**src/rtl/comparador_iterativo_serie_pkg.sv**
```systemverilog
// Shared encodings for the bit-serial comparator: FSM states, relation codes,
// running-comparison codes and small helpers used by the datapath.
package comparador_iterativo_serie_pkg;

  typedef enum logic [1:0] {
    ST_IDLE = 2'd0,
    ST_RUN  = 2'd1,
    ST_DONE = 2'd2
  } state_t;

  localparam logic [1:0] OP_LE = 2'b00;
  localparam logic [1:0] OP_LT = 2'b01;
  localparam logic [1:0] OP_EQ = 2'b10;
  localparam logic [1:0] OP_GE = 2'b11;

  localparam logic [1:0] CMP_EQ = 2'b00;
  localparam logic [1:0] CMP_GT = 2'b01;
  localparam logic [1:0] CMP_LT = 2'b10;

  // Index register width; a 1-bit word still needs a 1-bit index register.
  function automatic int idx_w(input int n);
    return (n > 1) ? $clog2(n) : 1;
  endfunction

  // Maps the final running comparison onto the requested relation.
  function automatic logic resolve(input logic [1:0] op, input logic [1:0] cmp);
    logic r;
    r = 1'b0;
    case (op)
      OP_LE:   r = (cmp != CMP_GT);
      OP_LT:   r = (cmp == CMP_LT);
      OP_EQ:   r = (cmp == CMP_EQ);
      default: r = (cmp != CMP_LT);
    endcase
    return r;
  endfunction

endpackage

```
**src/rtl/comparador_iterativo_serie_if.sv**
```systemverilog
// Request/result bundle of the serial comparator, plus FSM debug visibility.
//
// Handshake: start is sampled only while busy=0; an accepted start latches
// A, B, dir and op. busy stays high until the cycle after the one-cycle done
// pulse; Zout is valid from done and held until the next done.
interface comparador_iterativo_serie_if #(
  parameter int N = 3
);
  import comparador_iterativo_serie_pkg::*;

  logic         start;
  logic [N-1:0] A;
  logic [N-1:0] B;
  logic         dir;
  logic [1:0]   op;
  logic         busy;
  logic         done;
  logic         Zout;
  state_t       estado;
  logic [1:0]   cmp_dbg;

  modport master (
    output start, A, B, dir, op,
    input  busy, done, Zout, estado, cmp_dbg
  );

  modport slave (
    input  start, A, B, dir, op,
    output busy, done, Zout, estado, cmp_dbg
  );

endinterface

```
**src/rtl/comparador_iterativo_serie_celda_comparacion.sv**
```systemverilog
// One stage of the iterative comparator network, reused once per clock by the
// serial datapath. Purely combinational.
module celda_comparacion
  import comparador_iterativo_serie_pkg::*;
(
  input  logic [1:0] cmp_in,
  input  logic       a,
  input  logic       b,
  input  logic       dir,
  output logic [1:0] cmp_out
);

  // LSB-first: a later (more significant) differing bit overrides.
  // MSB-first: the first differing bit decides and the result is frozen.
  always_comb begin
    cmp_out = cmp_in;
    if (a != b) begin
      if (!dir || (cmp_in == CMP_EQ)) begin
        cmp_out = a ? CMP_GT : CMP_LT;
      end
    end
  end

endmodule

```
**src/rtl/comparador_iterativo_serie.sv**
```systemverilog
// Bit-serial N-bit comparator: one bit pair per clock through a single
// comparison cell, LSB-first or MSB-first, with optional MSB-first early exit.
module comparador_iterativo_serie
  import comparador_iterativo_serie_pkg::*;
#(
  parameter int N          = 3,
  parameter bit EARLY_EXIT = 1'b0
) (
  input  logic                        clk,
  input  logic                        rst_n,
  comparador_iterativo_serie_if.slave bus
);

  localparam int             IW       = idx_w(N);
  localparam logic [IW-1:0]  IDX_ONE  = IW'(1);
  localparam logic [IW-1:0]  IDX_LAST = IW'(N - 1);

  state_t         state_q, state_d;
  logic [N-1:0]   a_q, b_q;
  logic [N-1:0]   a_sh, b_sh;
  logic           dir_q;
  logic [1:0]     op_q;
  logic [1:0]     cmp_q, cmp_nxt;
  logic [IW-1:0]  idx_q;
  logic           zout_q;
  logic           a_bit, b_bit;
  logic           last_bit;
  logic           decided;
  logic           fin;

  // Shifting instead of bit-selecting keeps the N=1 case free of a
  // zero-width index.
  always_comb begin
    a_sh  = a_q >> idx_q;
    b_sh  = b_q >> idx_q;
    a_bit = a_sh[0];
    b_bit = b_sh[0];
  end

  celda_comparacion u_celda (
    .cmp_in  (cmp_q),
    .a       (a_bit),
    .b       (b_bit),
    .dir     (dir_q),
    .cmp_out (cmp_nxt)
  );

  always_comb begin
    last_bit = dir_q ? (idx_q == '0) : (idx_q == IDX_LAST);
    decided  = EARLY_EXIT && dir_q && (a_bit != b_bit);
    fin      = last_bit || decided;
  end

  always_comb begin
    state_d = state_q;
    case (state_q)
      ST_IDLE: if (bus.start) state_d = ST_RUN;
      ST_RUN:  if (fin)       state_d = ST_DONE;
      ST_DONE:                state_d = ST_IDLE;
      default:                state_d = ST_IDLE;
    endcase
  end

  always_ff @(posedge clk or negedge rst_n) begin
    if (!rst_n) begin
      state_q <= ST_IDLE;
    end else begin
      state_q <= state_d;
    end
  end

  always_ff @(posedge clk or negedge rst_n) begin
    if (!rst_n) begin
      a_q    <= '0;
      b_q    <= '0;
      dir_q  <= 1'b0;
      op_q   <= OP_LE;
      cmp_q  <= CMP_EQ;
      idx_q  <= '0;
      zout_q <= 1'b0;
    end else begin
      case (state_q)
        ST_IDLE: begin
          if (bus.start) begin
            a_q   <= bus.A;
            b_q   <= bus.B;
            dir_q <= bus.dir;
            op_q  <= bus.op;
            cmp_q <= CMP_EQ;
            idx_q <= bus.dir ? IDX_LAST : '0;
          end
        end
        ST_RUN: begin
          cmp_q <= cmp_nxt;
          // The index only moves while bits remain, so it never wraps.
          if (fin) begin
            zout_q <= resolve(op_q, cmp_nxt);
          end else begin
            idx_q <= dir_q ? (idx_q - IDX_ONE) : (idx_q + IDX_ONE);
          end
        end
        default: ;
      endcase
    end
  end

  assign bus.busy    = (state_q != ST_IDLE);
  assign bus.done    = (state_q == ST_DONE);
  assign bus.Zout    = zout_q;
  assign bus.estado  = state_q;
  assign bus.cmp_dbg = cmp_q;

endmodule

```
**src/flat_wrapper.sv**
```systemverilog
// flat-port wrapper written by rule: the top's interface ports become plain ports
module comparador_iterativo_serie_flat import comparador_iterativo_serie_pkg::*;
#(
  parameter int N          = 3,
  parameter bit EARLY_EXIT = 1'b0
)
  (clk, rst_n, bus_start, bus_A, bus_B, bus_dir, bus_op, bus_busy, bus_done, bus_Zout, bus_estado, bus_cmp_dbg);
  comparador_iterativo_serie_if #(.N(N)) bus_i ();
  input  logic clk;
  input  logic rst_n;
  input wire logic [$bits(bus_i.start)-1:0] bus_start;
  input wire logic [$bits(bus_i.A)-1:0] bus_A;
  input wire logic [$bits(bus_i.B)-1:0] bus_B;
  input wire logic [$bits(bus_i.dir)-1:0] bus_dir;
  input wire logic [$bits(bus_i.op)-1:0] bus_op;
  output wire logic [$bits(bus_i.busy)-1:0] bus_busy;
  output wire logic [$bits(bus_i.done)-1:0] bus_done;
  output wire logic [$bits(bus_i.Zout)-1:0] bus_Zout;
  output wire logic [$bits(bus_i.estado)-1:0] bus_estado;
  output wire logic [$bits(bus_i.cmp_dbg)-1:0] bus_cmp_dbg;
  assign bus_i.start = bus_start;
  assign bus_i.A = bus_A;
  assign bus_i.B = bus_B;
  assign bus_i.dir = bus_dir;
  assign bus_i.op = bus_op;
  assign bus_busy = bus_i.busy;
  assign bus_done = bus_i.done;
  assign bus_Zout = bus_i.Zout;
  assign bus_estado = bus_i.estado;
  assign bus_cmp_dbg = bus_i.cmp_dbg;
  comparador_iterativo_serie #(.N(N), .EARLY_EXIT(EARLY_EXIT)) u_core (.clk(clk), .rst_n(rst_n), .bus(bus_i));
endmodule
```
**config.mk**
```make
export PLATFORM = sky130hd
export DESIGN_NAME = comparador_iterativo_serie_flat
export DESIGN_NICKNAME = d
export VERILOG_FILES = /design/src/rtl/comparador_iterativo_serie_pkg.sv /design/src/rtl/comparador_iterativo_serie_if.sv /design/src/rtl/comparador_iterativo_serie_celda_comparacion.sv /design/src/rtl/comparador_iterativo_serie.sv /design/src/flat_wrapper.sv
export SDC_FILE = /design/constraint.sdc
export NUM_CORES = 1
export LEC_CHECK = 0
export CORE_MARGIN = 1
export CORE_UTILIZATION = 52
export DETAILED_ROUTE_END_ITERATION = 6
export PLACE_DENSITY = 0.82
export SETUP_SLACK_MARGIN = 0.4
export SYNTH_ARGS = -nofsm -noshare
export SYNTH_HDL_FRONTEND = slang
export SYNTH_HIERARCHICAL = 1
export SYNTH_SLANG_ARGS = --single-unit
export TNS_END_PERCENT = 50
```
**constraint.sdc**
```tcl
create_clock -name clk -period 3.71 [get_ports clk]
set_clock_uncertainty 0.15 [all_clocks]
set_input_delay 0.5565 -clock clk [delete_from_list [all_inputs] [get_ports clk]]
set_output_delay 0.5565 -clock clk [all_outputs]
set_load 0.02 [all_outputs]
```
==> Implementation_results.wiki <==
{| class="wikitable"
! Metric !! Value
|-
| Status || finished, final reports clean
|-
| Chain of cells forming the critical path || or2_2, clkdlybuf4s50_1
|-
| Synthesized area || 861 um^2
|-
| Path type of the worst min-delay path || flop to flop
|-
| Final antenna diode count || 0
|-
| Core footprint || 1520 um^2
|-
| Highest ir drop seen on vdd || 0.424 mV
|-
| Average detailed-routed wire length per instance || 13.7 um
|-
| Share of cells above drive strength 1 || 16.2%
|-
| CTS tree || built
|-
| Net total in the final layout || 115
|-
| Utilization after layout || 70.4%
|-
| Pre-Repair DR Iteration Count || 4
|-
| Cell count after synthesis || 80
|-
| Fin crit share || 61.5%
|-
| Signal arrival time at the worst endpoint || 1580 ps
|-
| Unrepaired setup endpoints after global routing || false
|-
| Detailed Route WL || 1580 um
|-
| Actual slew at the worst max-slew pin || 729 ps
|-
| Clock-pin slew of the registers on the worst-case setup and hold paths || 90 ps
|-
| Top library cells by usage in the layout, fill and taps aside || 18 x clkdlybuf4s50_1, 16 x dfrtp_1, 11 x nand2_1
|-
| Proportion of synthesized chip area in sequential cells || 46.5%
|-
| Post-DP HPWL || 1110 um
|-
| Initial antenna violation count || 0
|-
| Cts-stage hold buffer count || 0
|-
| Most common cell after layout, fill and taps aside || clkdlybuf4s50_1
|-
| Crit path launch type || flop
|-
| Largest cells by area after synthesis || dfrtp_1 47%, mux2_2 9.2%, o21ai_0 5.2%
|-
| Crit path capture type || output pin
|-
| PwrDens || 888 nW/um^2
|-
| Count of pins over their slew limit || 0
|-
| Number of global-route vias before repair || 636
|-
| Effective utilization at floorplan || 56.5%
|-
| Min cycle time layout || 2280 ps
|-
| Clock latency on the worst-skew pair || 290 ps
|-
| Number of buffers created by CTS || 3
|-
| H-tree depth || 1
|-
| Cell taking the most area after synthesis || dfrtp_1
|-
| Final global-route overflow total || 0
|-
| Clock root buffer master || clkbuf_4
|-
| Post-synth cell types || 26
|-
| Post-cts sizing count || 0
|-
| Largest net degree at the start of global routing || 18
|-
| Worst-path cell with the longest stage delay || clkdlybuf4s50_1
|-
| Number of setup violations in the final report || 0
|-
| Area Overhead vs Synth || 24.7%
|-
| Standard-cell rows || 14
|-
| Delay of the slowest cell on the worst path || 530 ps
|-
| Weighted congestion at the end of routability-driven global placement || 0.722
|-
| Static Leakage || 0.456 nW
|-
| Count of final hold-check violations || 0
|-
| Post-CTS setup buffers || 0
|-
| Remaining number of nets flagged by the antenna check after routing || 0
|-
| Area of the die || 1820 um^2
|-
| Proportion of netlist area held by the largest area contributor || 46.5%
|-
| Total routing usage reported by global routing || 21.4%
|-
| Buffer levels on the longest clock path || 2
|-
| Top fanout value on the critical path || 6
|-
| Sum Neg Setup Slack || 0 ps
|-
| Iter 0 DRT Violations || 14
|-
| Syn_area_per_cell || 10.8 um^2
|-
| Vert. Die Dim || 42.7 um
|-
| Yosys warnings || 6
|-
| First-pass GRT wire length || 2850 um
|-
| Required time of the worst setup path || 3000 ps
|-
| Total of fill cells in the finished design || 122
|-
| Horizontal die dimension || 42.7 um
|-
| Achievable frequency || 0.438 GHz
|-
| Max-Cap Viols || 0
|-
| Port Buf Inserts || 18
|-
| Register bit total from synthesis || 16
|-
| Clock sink count || 16
|-
| Critical path start-end classification || flop to output pin
|-
| Detail-routed via count per cell || 5.72
|-
| Worst slew slack as a fraction of its limit || 51.3%
|-
| Post-Syn Nets || 95
|-
| Remaining design rule violation count || 0
|-
| Num ports || 19
|-
| Vias post-DR || 658
|}
==> stage by stage <==
step                instances  area (um^2)  hold slack (ps)  setup slack [ps]  total power, mW
global placement          111         1040              342              1400            0.811
detailed placement        111         1040              351              1370            0.835
finish                    115         1070              369              1430            0.953
CTS                       115         1070              374              1410            0.960
global route              115         1070              395              1330             1.03
floorplan                  80          861              111              1750            0.708
==> final timing paths <==
path / from / end / slack [ps] / cells past startpoint
worst max-delay path: u_core/bus.estado[1] / bus_busy / 1430 / 2
worst min-delay path: u_core/a_q[2] / u_core/a_q[2] / 370 / 1
worst max register to register: u_core/idx_q[0] / u_core/bus.Zout / 1480 / 9
worst min register to register: u_core/a_q[2] / u_core/a_q[2] / 370 / 1
max in group asynchronous: rst_n / u_core/op_q[0] / 2440 / 1
min in group asynchronous: rst_n / u_core/b_q[1] / 530 / 1
==> synth_stat cells, drive strengths merged <==
master / count
a211oi: 1
a21oi: 5
a221oi: 1
a31o: 1
and2b: 1
buf: 3
dfrtp: 16
ha: 3
inv: 3
mux2: 7
mux2i: 3
nand2: 11
nand2b: 3
nor2: 2
nor2b: 3
nor3: 1
nor3b: 1
nor4b: 1
o21ai: 9
o22ai: 1
o31a: 1
or2: 1
xnor2: 1
xor2: 1
==> metal layers <==
| metal | up-vias | track usage (%) | wire, um |
|---|---|---|---|
| met5 | - | 0 | 0 |
| met4 | 0 | 11.3 | 29 |
| met3 | 4 | 5.11 | 78 |
| met2 | 24 | 33.6 | 784 |
| met1 | 315 | 27.2 | 684 |
| li1 | 315 | - | - |
==> cells by family after synthesis <==
| group | Yosys count | synth area share (%) |
|---|---|---|
| AND/OR/NAND/NOR | 24 | 15.4 |
| AO/OA/AOI/OAI | 19 | 14.1 |
| flip-flops | 16 | 46.5 |
| multiplexers | 10 | 12.6 |
| buffers and inverters | 6 | 4.07 |
| adder cells (fa/ha/maj) | 3 | 4.36 |
| XOR/XNOR | 2 | 2.91 |
==> critical path: cells and delay by family, from the launching register on <==
family / cells / cell delay [ps]
AND/OR/NAND/NOR: 1 / 310
buffers and inverters: 1 / 530
flip-flops: 1 / 450
==> cell type report <==
type / instances / area [um^2] / area share, %
clock buffers: 4 / 36.3 / 3.38
inverters: 3 / 11.3 / 1.05
multi-input cells: 58 / 425 / 39.6
flip-flops and latches: 16 / 400 / 37.3
well taps: 16 / 20.0 / 1.86
repair buffers: 18 / 180 / 16.8
==> power breakdown <==
group	switching [mW]	internal, mW
Sequential	0.0882	0.257
Clock	0.0565	0.0598
Combinational	0.249	0.243
Total	0.393	0.560
==> sequential cells by signal, summed over array words and instances (netlist names) <==
register,cells
u_core/bus.estado,2
u_core/idx_q,2
u_core/bus.Zout,1
u_core/op_q,2
u_core/dir_q,1
u_core/bus.cmp_dbg,2
u_core/a_q,3
u_core/b_q,3
No activity file was read; power rests on OpenSTA's default activity.
